===== config.mk =====
export PLATFORM = sky130hd
export DESIGN_NAME = uart_rx_cfg
export DESIGN_NICKNAME = d
export VERILOG_FILES = /design/src/rtl/uart_rx_pkg.sv /design/src/rtl/uart_rx_sampler.sv /design/src/rtl/uart_rx_cfg.sv
export SDC_FILE = /design/constraint.sdc
export NUM_CORES = 1
export LEC_CHECK = 0
export CAP_MARGIN = 20
export CORE_MARGIN = 5
export CORE_UTILIZATION = 56
export CTS_CLUSTER_DIAMETER = 40
export DETAILED_ROUTE_END_ITERATION = 10
export GPL_TIMING_DRIVEN = 0
export PLACE_DENSITY = 0.78
export SLEW_MARGIN = 30
export SYNTH_ARGS = -nofsm -noshare
export SYNTH_HDL_FRONTEND = slang
export SYNTH_SLANG_ARGS = --single-unit

===== constraint.sdc =====
create_clock -name CLK -period 3.4 [get_ports CLK]
set_input_delay 0.68 -clock CLK [delete_from_list [all_inputs] [get_ports CLK]]
set_output_delay 0.68 -clock CLK [all_outputs]
set_load 0.05 [all_outputs]

===== src/rtl/uart_rx_pkg.sv =====
// Shared types and constants for the configurable UART receiver.
package uart_rx_pkg;

  typedef enum logic [2:0] {
    IDLE,
    START,
    DATA,
    PARITY,
    STOP,
    WAIT_HIGH
  } rx_state_e;

  // Samples sit at P/2-SMP_OFS, P/2 and P/2+SMP_OFS; the vote is taken at the last one.
  localparam int unsigned SMP_OFS = 1;

  localparam logic [3:0] LEN_MIN = 4'd5;
  localparam logic [3:0] LEN_MAX = 4'd9;

  function automatic logic maj3(input logic a, input logic b, input logic c);
    return (a & b) | (a & c) | (b & c);
  endfunction

endpackage


===== src/rtl/uart_rx_sampler.sv =====
// Line synchronizer plus 3-sample majority vote around the bit centre.
module uart_rx_sampler
  import uart_rx_pkg::*;
#(
  parameter int PRESCALE_WIDTH = 6
) (
  input  logic                      clk,
  input  logic                      rst_n,
  input  logic                      rx_in,
  input  logic [PRESCALE_WIDTH-1:0] prescale,
  input  logic [PRESCALE_WIDTH-1:0] edge_cnt,
  output logic                      rx_sync,
  output logic                      bit_val,
  output logic                      bit_strobe
);

  logic                      sync_p0;
  logic                      sync_p1;
  logic                      smp_a;
  logic                      smp_b;
  logic [PRESCALE_WIDTH-1:0] half;
  logic [PRESCALE_WIDTH-1:0] pt_a;
  logic [PRESCALE_WIDTH-1:0] pt_c;

  always_ff @(posedge clk or negedge rst_n) begin
    if (!rst_n) begin
      sync_p0 <= 1'b1;
      sync_p1 <= 1'b1;
    end else begin
      sync_p0 <= rx_in;
      sync_p1 <= sync_p0;
    end
  end

  assign rx_sync = sync_p1;
  assign half    = prescale >> 1;
  assign pt_a    = half - PRESCALE_WIDTH'(SMP_OFS);
  assign pt_c    = half + PRESCALE_WIDTH'(SMP_OFS);

  always_ff @(posedge clk) begin
    if (edge_cnt == pt_a) smp_a <= rx_sync;
    if (edge_cnt == half) smp_b <= rx_sync;
  end

  // The third sample is the live synchronized line, so the vote resolves on the strobe cycle.
  assign bit_strobe = (edge_cnt == pt_c);
  assign bit_val    = maj3(smp_a, smp_b, rx_sync);

endmodule


===== src/rtl/uart_rx_cfg.sv =====
// Configurable UART receiver: framing FSM, shift register and valid/ready output register.
module uart_rx_cfg
  import uart_rx_pkg::*;
#(
  parameter int DATA_WIDTH     = 8,
  parameter int PRESCALE_WIDTH = 6
) (
  input  logic                      CLK,
  input  logic                      RST,
  input  logic                      RX_IN,
  input  logic [PRESCALE_WIDTH-1:0] Prescale,
  input  logic [3:0]                DATA_LEN,
  input  logic                      PAR_EN,
  input  logic                      PAR_TYP,
  input  logic                      STOP2,
  input  logic                      data_ready,
  output logic [DATA_WIDTH-1:0]     P_DATA,
  output logic                      data_valid,
  output logic                      par_err,
  output logic                      frm_err,
  output logic                      brk_det,
  output logic                      overrun
);

  localparam logic [3:0] LEN_TOP = (DATA_WIDTH > int'(LEN_MAX)) ? LEN_MAX : 4'(DATA_WIDTH);

  rx_state_e                 state;
  logic [PRESCALE_WIDTH-1:0] edge_cnt;
  logic [3:0]                bit_cnt;
  logic [PRESCALE_WIDTH-1:0] prescale_q;
  logic [3:0]                len_q;
  logic                      par_en_q;
  logic                      par_typ_q;
  logic                      stop2_q;
  logic [DATA_WIDTH-1:0]     shreg;
  logic                      par_acc;
  logic                      par_bad;
  logic                      par_bit;
  logic                      stop1_val;
  logic                      frm_acc;

  logic       rx_sync;
  logic       bit_val;
  logic       bit_strobe;
  logic       wrap;
  logic       start_det;
  logic [3:0] cfg_len;
  logic       done;
  logic       done_frm;
  logic       done_stop1;
  logic       done_brk;
  logic       done_par;
  logic       load;

  uart_rx_sampler #(
    .PRESCALE_WIDTH(PRESCALE_WIDTH)
  ) u_sampler (
    .clk       (CLK),
    .rst_n     (RST),
    .rx_in     (RX_IN),
    .prescale  (prescale_q),
    .edge_cnt  (edge_cnt),
    .rx_sync   (rx_sync),
    .bit_val   (bit_val),
    .bit_strobe(bit_strobe)
  );

  assign cfg_len   = (DATA_LEN < LEN_MIN || DATA_LEN > LEN_TOP) ? LEN_TOP : DATA_LEN;
  assign wrap      = (edge_cnt == prescale_q - PRESCALE_WIDTH'(1));
  assign start_det = (state == IDLE) && !rx_sync;

  // Frame completes on the vote of the last stop bit; flags are assembled from the live vote.
  assign done       = (state == STOP) && bit_strobe && (bit_cnt == {3'b000, stop2_q});
  assign done_frm   = frm_acc | ~bit_val;
  assign done_stop1 = (bit_cnt == 4'd0) ? bit_val : stop1_val;
  assign done_brk   = (shreg == '0) & ~(par_en_q & par_bit) & ~done_stop1;
  assign done_par   = par_en_q & par_bad;
  assign load       = done & (~data_valid | data_ready);

  always_ff @(posedge CLK or negedge RST) begin
    if (!RST) begin
      state    <= IDLE;
      edge_cnt <= '0;
      bit_cnt  <= '0;
    end else begin
      edge_cnt <= wrap ? '0 : edge_cnt + PRESCALE_WIDTH'(1);
      case (state)
        IDLE: begin
          edge_cnt <= '0;
          if (!rx_sync) begin
            state    <= START;
            edge_cnt <= PRESCALE_WIDTH'(1);
          end
        end
        START: begin
          if (bit_strobe && bit_val) begin
            state    <= IDLE;
            edge_cnt <= '0;
          end else if (wrap) begin
            state   <= DATA;
            bit_cnt <= '0;
          end
        end
        DATA: begin
          if (wrap) begin
            if (bit_cnt == len_q - 4'd1) begin
              bit_cnt <= '0;
              state   <= par_en_q ? PARITY : STOP;
            end else begin
              bit_cnt <= bit_cnt + 4'd1;
            end
          end
        end
        PARITY: begin
          if (wrap) begin
            state   <= STOP;
            bit_cnt <= '0;
          end
        end
        STOP: begin
          if (done) begin
            state    <= done_frm ? WAIT_HIGH : IDLE;
            edge_cnt <= '0;
          end else if (wrap) begin
            bit_cnt <= bit_cnt + 4'd1;
          end
        end
        WAIT_HIGH: begin
          edge_cnt <= '0;
          if (rx_sync) state <= IDLE;
        end
        default: begin
          state    <= IDLE;
          edge_cnt <= '0;
        end
      endcase
    end
  end

  always_ff @(posedge CLK) begin
    if (start_det) begin
      prescale_q <= Prescale;
      len_q      <= cfg_len;
      par_en_q   <= PAR_EN;
      par_typ_q  <= PAR_TYP;
      stop2_q    <= STOP2;
      shreg      <= '0;
      par_acc    <= 1'b0;
      par_bad    <= 1'b0;
      par_bit    <= 1'b0;
      stop1_val  <= 1'b1;
      frm_acc    <= 1'b0;
    end else if (bit_strobe) begin
      case (state)
        DATA: begin
          for (int i = 0; i < DATA_WIDTH; i++) begin
            if (bit_cnt == 4'(i)) shreg[i] <= bit_val;
          end
          par_acc <= par_acc ^ bit_val;
        end
        PARITY: begin
          par_bit <= bit_val;
          par_bad <= ((par_acc ^ bit_val) != par_typ_q);
        end
        STOP: begin
          if (!bit_val) frm_acc <= 1'b1;
          if (bit_cnt == 4'd0) stop1_val <= bit_val;
        end
        default: ;
      endcase
    end
  end

  // Output register: a held frame is never overwritten unless it is being consumed this cycle.
  always_ff @(posedge CLK or negedge RST) begin
    if (!RST) begin
      P_DATA     <= '0;
      data_valid <= 1'b0;
      par_err    <= 1'b0;
      frm_err    <= 1'b0;
      brk_det    <= 1'b0;
      overrun    <= 1'b0;
    end else begin
      overrun <= done & ~load;
      if (load) begin
        P_DATA     <= shreg;
        par_err    <= done_par;
        frm_err    <= done_frm;
        brk_det    <= done_brk;
        data_valid <= 1'b1;
      end else if (data_valid && data_ready) begin
        data_valid <= 1'b0;
      end
    end
  end

endmodule


Word level (Yosys, flattened, before mapping)
Cells that the tools add are included.
{"block": "word_totals", "inputBits": 17, "reg_bits": 56, "output_inout_bits": 13}
{"block": "op_classes", "n_eq_ne": 29, "n_lt_le_gt_ge": 2, "add_sub_neg": 6, "bitwise": 19, "n_reduce_logical": 27, "muxes": 26}
{"op": "$mux 3", "count": 10}
{"op": "$reduce_and 3->1", "count": 9}
{"op": "$mux 4", "count": 6}
{"op": "$pmux 6 s4", "count": 1}
{"op": "$eq 6x6->1", "count": 3}
{"op": "$mux 6", "count": 3}
{"op": "$pmux 3 s6", "count": 1}
{"op": "$eq 4x3->1 const B", "count": 4}
{"op": "$ne 2x2->1 const B", "count": 8}
{"op": "$pmux 4 s4", "count": 1}
{"op": "$and 1x1->1", "count": 9}
{"op": "$eq 4x2->1 const B", "count": 2}
{"op": "$logic_not 8->1", "count": 1}
{"op": "$reduce_and 7->1", "count": 1}
{"op": "$add 5x1->6 const B", "count": 1}
{"op": "$add 6x1->6 const B", "count": 1}
{"op": "$eq 3x2->1 const B", "count": 2}
{"op": "$eq 3x3->1 const B", "count": 2}
{"op": "$eq 6x5->1", "count": 1}
{"op": "$reduce_and 2->1", "count": 3}
{"op": "$sub 5x1->6 const B", "count": 1}
{"op": "$sub 6x1->6 const B", "count": 1}
{"op": "$logic_and 1x1->1", "count": 5}
{"op": "$not 1->1", "count": 5}
{"op": "other kinds (22)", "count": 28}

Depth between registers and ports, before layout
Gate-level depths: netlist (run 1).
{"block": "depth", "word_depth": 8, "mapped_depth": 10}

Cells and area by module
A second synthesis (run 1) with hierarchy kept.
{"block": "hier_totals", "cells_unflattened": 297, "hier_area_um2": 3094.2}
{"module": "uart_rx_cfg", "cells_per_inst": 247, "area_per_inst_um2": 2638.8, "n_inst": 1}
{"module": "uart_rx_sampler", "cells_per_inst": 50, "area_per_inst_um2": 455.4, "n_inst": 1}

Least setup slack after synthesis (run 1)
Ideal clock, no wire load.
{"block": "synth_path", "kind": "register -> register", "start": "register prescale_q[1]", "end": "register P_DATA[0]", "synth_period_minus_slack_ns": 2.405, "stages_incl_launch_ff": 11, "t_arrival_ns": 2.279, "t_required_ns": 3.275, "path_slack_ns": 0.995, "setup_ns": 0.125, "cell_sequence": "edfxtp_1 -> clkbuf_2 -> inv_1 -> ha_1 -> xor2_1 -> a2111oi_4 -> nand3_4 -> nor2_4 -> nand4_2 -> buf_6 -> mux2_4"}
{"block": "synth_between", "elab_chain_len": 5}
{"item": "start: declaration", "line": "uart_rx_cfg.sv:30", "source": "logic [PRESCALE_WIDTH-1:0] prescale_q;"}
{"item": "start signal: assignment", "line": "uart_rx_cfg.sv:142", "source": "prescale_q <= Prescale;"}
{"item": "$add 5x1->6", "line": "uart_rx_sampler.sv:38", "source": "assign pt_c = half + PRESCALE_WIDTH'(SMP_OFS);"}
{"item": "$eq 6x6->1", "line": "uart_rx_sampler.sv:46", "source": "assign bit_strobe = (edge_cnt == pt_c);"}
{"item": "$logic_and 1x1->1 (2 in series)", "line": "uart_rx_cfg.sv:73", "source": "assign done = (state == STOP) && bit_strobe && (bit_cnt == {3'b000, stop2_q});"}
{"item": "$and 1x1->1", "line": "uart_rx_cfg.sv:78", "source": "assign load = done & (~data_valid | data_ready);"}
{"item": "end signal: assignment", "line": "uart_rx_cfg.sv:186", "source": "P_DATA <= shreg;"}
{"item": "end: declaration", "line": "uart_rx_cfg.sv:17", "source": "output logic [DATA_WIDTH-1:0] P_DATA,"}
Every way passes these cells.
A chain may end at the register's enable or synchronous reset.

Worst setup path after layout (run 1)
{"block": "layout_path", "start": "register prescale_q[1]", "end": "register P_DATA[2]"}
The elaborated chain is that of the path after synthesis.

==> results of run 1 <==
power by group:
group	total [mW]	leakage, nW	internal (mW)	switching (mW)
clock network	0.379	0.0485	0.148	0.231
registers	0.895	0.608	0.808	0.0862
logic	1.04	0.936	0.400	0.639
total	2.31	1.59	1.36	0.956
worst paths after layout:
path,depth (start not counted),to,slack (ps),start
min in group asynchronous,1,data_valid,400,RST
worst min register to register,0,u_sampler.rx_sync,370,u_sampler.sync_p0
max in group asynchronous,1,P_DATA[5],2530,RST
worst min-delay path,0,u_sampler.rx_sync,370,u_sampler.sync_p0
worst max-delay path,10,P_DATA[2],750,prescale_q[1]
worst max register to register,10,P_DATA[2],750,prescale_q[1]
worst max-delay path, cell delays in order (launching register included):
cell	delay, ps
edfxtp_1	360
clkbuf_2	200
inv_1	100
ha_1	310
xor2_1	210
a2111oi_4	360
nand3_4	200
nor2_4	150
nand4_2	110
buf_6	220
mux2_4	300
Yosys cell counts, types with 3 or more instances:
library cell,count
nand3_1,16
xnor2_1,20
o21ai_1,5
nand2b_1,3
and3_1,4
nor2_1,23
mux2_4,8
ha_1,10
o21a_1,3
nor4_1,4
dfxtp_1,13
nand2_1,20
dfrtp_1,26
xor2_1,12
o21ai_0,4
a21oi_1,4
edfxtp_1,15
buf_2,4
a21o_1,3
inv_1,18
nor3_1,6
clkbuf_1,5
a31oi_1,3
buf_6,3
mux2i_1,15
state kept, by name (all words and copies together), names as in the netlist, 3 cells and up:
signal / count
P_DATA: 8
bit_cnt: 4
edge_cnt: 6
len_q: 4
prescale_q: 6
shreg: 8
state: 3
through the flow:
| stage | power [mW] | cell area, um2 | setup slack (ps) | hold WS [ps] | utilization |
|---|---|---|---|---|---|
| after floorplan | 1.69 | 3220 | 995 | 345 | - |
| after global placement | 1.91 | 3600 | 802 | 351 | 0.650 |
| after detailed placement | 1.95 | 3600 | 785 | 351 | 0.649 |
| after CTS | 2.32 | 3690 | 756 | 367 | 0.666 |
| after global routing | 2.47 | 3690 | 605 | 368 | 0.666 |
| final | 2.31 | 3690 | 750 | 367 | 0.666 |
area by class of cell:
type                       count  area (um2)  area share
multi-input combinational    213        1640       0.445
sequential                    56        1410       0.383
timing repair buffer          29         285      0.0774
buffer                        16        97.6      0.0265
tap                           72        90.1      0.0244
clock buffer                   5        68.8      0.0187
inverter                      18        67.6      0.0183
clock inverter                 3        22.5     0.00611
metal layers:
layer  vias to the layer above  wire, um  track usage
li1                       1138         -            -
met1                      1108      3110        0.271
met2                        57      2970        0.302
met3                         5       325       0.0394
met4                         0        68       0.0432
met5                         -         0            0
logic make-up (layout without fill, tap and decap cells):
family          Yosys count  in the layout  share of synthesized area
mux                      25             25                     0.0909
fa+ha+maj                10             10                     0.0389
xor+xnor                 34             34                     0.0991
buf+inv                  34             71                     0.0513
simple gates             98             98                      0.172
compound gates           46             46                      0.109
flops                    56             56                      0.439
==> results.md, run 1 <==
- Status: finished clean
- Crit path arrival time: 2850 ps
- Fmax: 377 MHz
- Most common cell after layout, fill and taps aside: clkdlybuf4s50_1
- DR WL/cell: 15.7 um
- Max_cap viols: 0
- Crit Path Max Fanout: 10
- Sequential area share after synthesis: 0.439
- PD cells: 627 nW/um2
- I/O pin count: 30
- Synth area leader: dfrtp_1
- Leakage: 1.59 nW
- Placed Cells: 404
- GP Congestion: around 0.93
- Setup TNS: 0 ps
- RSZ-0062 raised after global routing: false
- Initial Utilization: 0.581
- Proportion of layout cells with a drive suffix above 1: 0.126
- Ys async rst share: 0.500
- Port bufs: 29
- Rows: 27
- Routed Antenna Nets: 0
- Main synth FF type: dfrtp_1
- Largest net degree at the start of global routing: 29
- DRC: 0
- Post-CTS sizing: 0
- Max Root-Sink Buffers: 2
- First-pass detailed-route iteration total: 5
- DIE AREA: 7370 um2
- ANT cells: 0
- Fillers: 447
- Vert. Die Dim: 85.8 um
- Post-synth design cell area: 3220 um2
- Final Max Slew Viols: 0
- Mean Syn Cell Area: 10.6 um2
- First-pass GRT wire length: 11,300 um
- Worst Setup Start Kind: register
- Final setup fails: 0
- HPWL after DPL: ~4800 um
- Detailed Route WL: 6470 um
- Maximum vdd drop: 0.000350 V
- GRT Total Usage: 0.191
- Number of H-tree levels: 2
- Post-Synthesis Cells: 303
- Final hold viol count: 0
- Synthesis-to-finish area growth: 14.5%
- Finished Layout Cells: 412
- Root Buffer Master: clkbuf_8
- Grt total ovfl: 0
- Synthesized flop and latch total: 56
- Syn Nets: 330
- Critical Path RT: 3600 ps
- Vias: between 2,000 and 2,500
- Initial antenna violation count: 0
- Library cells used by synthesis: 67
- Vias per inst: around 5.6
- Crit Path Category: reg2reg
- Core area: 5540 um2
- Period minus WS final: 2650 ps
- Post-synth EDFFs: 15
- Clock Latency Late Sink: 320 ps
- Yosys warning total: 0
- Min-delay worst type: reg2reg
- CTS tree: built
- Endpoint class of the critical path: register
- Skew final: about 14 ps
- Setup bufs post-CTS: 0
- Slew margin rel.: 0.457
- Most frequent cells in the layout: clkdlybuf4s50_1 (28), dfrtp_1 (26), nor2_1 (23)
- Vias in the first global route: 2,297
- Clock sinks: 56
- Top cell type's share of synthesized area: 0.202
- Worst-margin pin slew: 807 ps
- Num CTS Buffers: 5
- # nets final: 366
- Die Width: 85.8 um
- Hold_buf cts: 0
- Top cells by area, synth: dfrtp_1 (20%), edfxtp_1 (14%), dfxtp_1 (8.1%), xnor2_1 (5.4%), mux2i_1 (4.7%)
- Final period utilization: 0.779
- Initial DRC count: 172
- Reg clk slew, reported paths: 110 ps
Note: power is estimated with default switching activity, not from simulation.
==> inputs of run 2 (changes only) <==
==> constraint.sdc (replaced) <==
create_clock -name CLK -period 2.7 [get_ports CLK]
set_input_delay 0.54 -clock CLK [delete_from_list [all_inputs] [get_ports CLK]]
set_output_delay 0.54 -clock CLK [all_outputs]
set_load 0.05 [all_outputs]
==> run 2 against run 1 <==
  * Clock-buffer cell count stayed put
  * Worst setup slack got worse by 690 ps
  * Wire length rose by 4.2%
  * Highest routed layer unchanged
  * Largest cell class unchanged
  * Critical path type unchanged
  * Final area increased by 2.8%
  * Total power grew 29%
  * Via count rose by 2.1%
==> results.md, run 2 (same netlist as run 1, synthesis figures left out) <==
- Detailed Route WL: 6740 um (+4.2%)
- FF-to-FF setup slack: 60 ps (-690 ps)
- Critical Path RT: 2910 ps (-690 ps)
- DIE AREA: 7370 um2 (unchanged)
- Final hold viol count: 0 (unchanged)
- DR WL/cell: 16.0 um (+2.2%)
- # nets final: 374 (+2.2%)
- CP max stage delay: 410 ps (+50 ps)
- HPWL after DPL: 4850 um (unchanged)
- Proportion of layout cells with a drive suffix above 1: 0.158 (+0.0316)
- PD cells: 790 nW/um2 (+26%)
- Clock sinks: 56 (unchanged)
- Multi-input logic area: 1670 um2 (+1.8%)
- Endpoint class of the critical path: register
- CTS tree: built
- CP delay by family, top: buffers and inverters
- Number of H-tree levels: 2 (unchanged)
- Grt total ovfl: 0 (unchanged)
- Period minus WS final: 2640 ps (-13.2 ps)
- Crit-path cells: clkbuf_4 -> inv_2 -> ha_4 -> xor2_2 -> a2111oi_4 -> nand3_4 -> nor2_4 -> nand4_4 -> buf_12 -> clkbuf_4 -> mux2_4
- Maximum vdd drop: 0.000452 V (+29%)
- Core area: 5540 um2 (unchanged)
- Worst-path cell with the longest stage delay: edfxtp_1
- Final period utilization: 0.976 (+0.197)
- Min-delay worst type: in2async
- Worst Setup Start Kind: register
- Leakage: 1.64 nW (+2.8%)
- Most frequent cells in the layout: clkdlybuf4s50_1 (28), dfrtp_1 (26), nor2_1 (23)
- Status: finished clean
- Die Width: 85.8 um (unchanged)
- Vias in the first global route: 2,297 (unchanged)
- Reg area: 1410 um2 (unchanged)
- Worst-margin pin slew: 1040 ps (+228 ps)
- Root Buffer Master: clkbuf_8
- Total power: 2.99 mW (+29%)
- First-pass GRT wire length: 11,300 um (unchanged)
- Top Registers: P_DATA (8), shreg (8)
- Rows: 27 (unchanged)
- Initial DRC count: 185 (+7.6%)
- Fmax: 379 MHz (+0.50%)
- Most frequent CP cell: clkbuf_4
- Hold Slack: 255 ps (-112 ps)
- Crit Path Max Fanout: 6 (-4)
- GP Congestion: 0.934 (unchanged)
- Largest net degree at the start of global routing: 29 (unchanged)
- Final Max Slew Viols: 0 (unchanged)
- Fillers: 440 (-1.6%)
- DRC: 0 (unchanged)
- Vert. Die Dim: 85.8 um (unchanged)
- Skew final: 16.2 ps (+2.35 ps)
- I/O pin count: 30 (unchanged)
- Slew margin rel.: 0.303 (-0.153)
- Synthesis-to-finish area growth: 17.7%
- Num CTS Buffers: 5 (unchanged)
- Most common cell after layout, fill and taps aside: clkdlybuf4s50_1
- GRT Total Usage: 0.191 (unchanged)
- Crit Path Category: reg2reg
- Initial antenna violation count: 0 (unchanged)
- Reg clk slew, reported paths: 120 ps (about the same)
- Vias per inst: 5.61 (+0.18%)
- Initial Utilization: 0.581 (unchanged)
- Final setup fails: 0 (unchanged)
- Max Root-Sink Buffers: 2 (unchanged)
- CP Buf/Inv Count: 4 (+1)
- Port bufs: 29 (unchanged)
- First-pass detailed-route iteration total: 4 (-1)
- ANT cells: 0 (unchanged)
- Clock Latency Late Sink: 320 ps (about the same)
- Crit path arrival time: 2840 ps (about the same)
- Max_cap viols: 0 (unchanged)
- Vias: 2,357 (+2.1%)
- Routed Antenna Nets: 0 (unchanged)
==> run 2: stage by stage <==
| stage | TNS [ps] | cell area (um2) | utilization | std cells | worst slack (ps) |
|---|---|---|---|---|---|
| 6_report | 0 | 3790 | 0.684 | 420 | 63.6 |
| 5_1_grt | -78.0 | 3790 | 0.684 | 420 | -23.9 |
| 4_1_cts | 0 | 3690 | 0.666 | 412 | 56.0 |
| 3_5_place_dp | 0 | 3600 | 0.649 | 404 | 84.5 |
| 3_3_place_gp | 0 | 3600 | 0.650 | 404 | 102 |
| 2_1_floorplan | 0 | 3220 | - | 303 | 295 |
==> run 2: routing by layer <==
metal / global-route usage / part of all wire / vias to the layer above
met4: 0.0432 / 0.010 / 0
met3: 0.0394 / 0.051 / 5
met1: 0.271 / 0.47 / 1146
li1: - / - / 1152
met2: 0.302 / 0.47 / 54
met5: 0 / 0 / -
==> run 2: area by class of cell <==
cell class                 count  area share
timing repair buffer          37      0.0911
clock buffer                   5      0.0182
multi-input combinational    213       0.441
inverter                      18      0.0178
buffer                        16      0.0294
clock inverter                 3     0.00594
sequential                    56       0.373
tap                           72      0.0238
==> run 2: timing repair <==
action / CTS / global route
setup endpoints to repair: 0 / 15
setup buffers: 0 / 8
resized for setup: 0 / 12
hold buffers: 0 / 0
==> run 2: final timing paths <==
check,from,to,depth (start not counted)
worst max-delay path,prescale_q[1],P_DATA[4],11
min in group CLK,u_sampler.sync_p0,u_sampler.rx_sync,0
worst min-delay path,RST,data_valid,1
max in group asynchronous,RST,P_DATA[5],1
worst min register to register,u_sampler.sync_p0,u_sampler.rx_sync,0
worst max register to register,prescale_q[1],P_DATA[4],11
==> run 2: report_power, final <==
part / switching, mW / internal, mW / total [mW]
registers: 0.112 / 1.02 / 1.13
clock network: 0.299 / 0.187 / 0.486
logic: 0.835 / 0.541 / 1.38
total: 1.25 / 1.75 / 2.99
==> run 2: worst reg2reg max path, delay by kind of cell, from the launching register on <==
| family | cells | cell delay, ps |
|---|---|---|
| AOI/OAI and AO/OA | 1 | 280 |
| xor gates and xnor gates | 1 | 190 |
| adders and majority gates | 1 | 210 |
| buffers and inverters | 4 | 660 |
| DFF | 1 | 410 |
| muxes | 1 | 300 |
| and+or+nand+nor | 3 | 460 |
==> inputs of run 3 (changes only) <==
--- a/config.mk
+++ b/config.mk
@@ -12,7 +12,6 @@
 export DETAILED_ROUTE_END_ITERATION = 10
 export GPL_TIMING_DRIVEN = 0
 export PLACE_DENSITY = 0.78
-export SLEW_MARGIN = 30
 export SYNTH_ARGS = -nofsm -noshare
 export SYNTH_HDL_FRONTEND = slang
 export SYNTH_SLANG_ARGS = --single-unit
==> run 3 against run 2 <==
  * Die area is the same
  * Clock skew about the same
  * Worst setup slack gained 83 ps
  * Non-clock buffer count down 6
  * Final area fell by 2.0%
  * Highest routed layer unchanged
  * Critical path depth fell by 1
  * Sequential share of layout area increased by 0.75 points
  * Sequential cell count unchanged
  * Clock-buffer cell count unchanged
==> results.md, run 3 (same netlist as run 1, synthesis figures left out) <==
- GRT Total Usage: 0.188 (-0.00291)
- Proportion of layout cells with a drive suffix above 1: 0.129 (-0.0294)
- DR WL/cell: 15.7 um (-2.3%)
- Endpoint class of the critical path: register
- Routed Antenna Nets: 0 (unchanged)
- Most frequent cells in the layout: clkdlybuf4s50_1 (29), dfrtp_1 (26), nor2_1 (23)
- Initial Utilization: 0.581 (unchanged)
- Core area: 5540 um2 (unchanged)
- Final setup fails: 0 (unchanged)
- Clock Latency Late Sink: 320 ps (about the same)
- Maximum vdd drop: 0.000377 V (-17%)
- Final hold viol count: 0 (unchanged)
- RSZ-0062 raised after global routing: false
- R2r startpoint: prescale_q[1]
- Initial antenna violation count: 0 (unchanged)
- Crit path from: prescale_q[1]
- I/O pin count: 30 (unchanged)
- PD cells: 789 nW/um2 (about the same)
- Setup TNS: 0 ps (unchanged)
- Fmax: 392 MHz (+3.2%)
- Vias per inst: 5.60 (-0.19%)
- Fillers: 438 (-0.45%)
- CTS tree: built
- GP Congestion: 0.934 (unchanged)
- Final period utilization: 0.946 (-0.0307)
- # nets final: 368 (-1.6%)
- Worst Setup Start Kind: register
- Num CTS Buffers: 5 (unchanged)
- Number of H-tree levels: 2 (unchanged)
- First-pass GRT wire length: 11,100 um (-1.3%)
- Initial DRC count: 208 (+12%)
- Hold_sp: u_sampler.sync_p0
- Port bufs: 29 (unchanged)
- Vias in the first global route: 2,329 (+1.4%)
- Clock sinks: 56 (unchanged)
- Top Registers: P_DATA (8), shreg (8)
- Layout Utilization: 0.671 (-0.0135)
- Largest net degree at the start of global routing: 20 (-31%)
- CP max stage delay: 360 ps (-50 ps)
- Skew final: 15.8 ps (-0.324 ps)
- Grt total ovfl: 0 (unchanged)
- DIE AREA: 7370 um2 (unchanged)
- Most common cell after layout, fill and taps aside: clkdlybuf4s50_1
- Vias: 2,319 (-1.6%)
- Root Buffer Master: clkbuf_8
- Crit Path Category: reg2reg
- First-pass detailed-route iteration total: 4 (unchanged)
- ANT cells: 0 (unchanged)
- Synthesis-to-finish area growth: 15.3%
- Critical Path RT: 2900 ps (about the same)
- DRC: 0 (unchanged)
- Crit Path Max Fanout: 10 (+4)
- Fin worst setup slack: 146 ps (+82.8 ps)
- Crit-path cells: clkbuf_2 -> inv_1 -> ha_1 -> xor2_1 -> a2111oi_4 -> nand3_4 -> nor2_4 -> nand4_2 -> buf_6 -> mux2_4
- Min-delay worst type: reg2reg
- Period minus WS final: 2550 ps (-82.8 ps)
- Vert. Die Dim: 85.8 um (unchanged)
- HPWL after DPL: 4890 um (+0.96%)
- Die Width: 85.8 um (unchanged)
- CP delay by family, top: buffers and inverters
- Worst-margin pin slew: 939 ps (-96.1 ps)
- Slew margin rel.: 0.372 (+0.0685)
- Max_cap viols: 0 (unchanged)
- Rows: 27 (unchanged)
- Status: finished clean
- Leakage: 1.60 nW (-2.0%)
- Crit path arrival time: 2750 ps (-90 ps)
- Final Max Slew Viols: 0 (unchanged)
- Reg clk slew, reported paths: 110 ps (about the same)
- Worst-path cell with the longest stage delay: edfxtp_1
- Pre-CTS WS: 89.8 ps (+5.25 ps)
- CP Buf/Inv Count: 3 (-1)
- Max Root-Sink Buffers: 2 (unchanged)
- Detailed Route WL: 6490 um (-3.7%)
run 3: cell count changes in the layout (fill, tap and decap cells not counted), sizes merged:
cell,before,now
buf,18,11
clkdlybuf4s50,28,29
run 3: area by class of cell:
type | count | area, um2 | area share
Clock buffer | 5 | 68.8 | 0.0185
Sequential cell | 56 | 1410 | 0.381
Tap cell | 72 | 90.1 | 0.0243
Timing Repair Buffer | 31 | 313 | 0.0842
Multi-Input combinational cell | 213 | 1640 | 0.442
Buffer | 16 | 97.6 | 0.0263
Inverter | 18 | 67.6 | 0.0182
Clock inverter | 3 | 22.5 | 0.00606
run 3: per-stage QoR:
| stage | instances | hold WS (ps) | power, mW | area, um2 |
|---|---|---|---|---|
| CTS | 413 | 367 | 2.92 | 3710 |
| global placement | 404 | 351 | 2.41 | 3600 |
| floorplan | 303 | 244 | 2.12 | 3220 |
| finish | 414 | 367 | 2.93 | 3710 |
| global route | 414 | 368 | 3.12 | 3710 |
| detailed placement | 405 | 351 | 2.45 | 3620 |
run 3: what timing repair did:
item | 4_1_cts | 5_1_grt
gates resized for setup | 0 | 0
hold buffers | 0 | 0
setup endpoints to repair | 0 | 13
setup buffers | 0 | 1
run 3: routing by layer:
| layer | vias up | track usage | part of all wire |
|---|---|---|---|
| met5 | - | 0 | 0 |
| met4 | 0 | 0.0576 | 0.011 |
| li1 | 1143 | - | - |
| met1 | 1113 | 0.262 | 0.47 |
| met2 | 57 | 0.300 | 0.47 |
| met3 | 6 | 0.0327 | 0.049 |
run 3: path summary, 6_finish.rpt:
path,to,slack [ps],cells after the start
worst min-delay path,u_sampler.rx_sync,370,0
worst max-delay path,P_DATA[2],150,10
worst max register to register,P_DATA[2],150,10
min in group asynchronous,data_valid,730,1
max in group asynchronous,edge_cnt[0],1360,2
worst min register to register,u_sampler.rx_sync,370,0
run 3: report_power, final:
group / total [mW] / internal [mW] / switching [mW]
registers: 1.13 / 1.02 / 0.108
logic: 1.33 / 0.512 / 0.818
clock network: 0.476 / 0.187 / 0.289
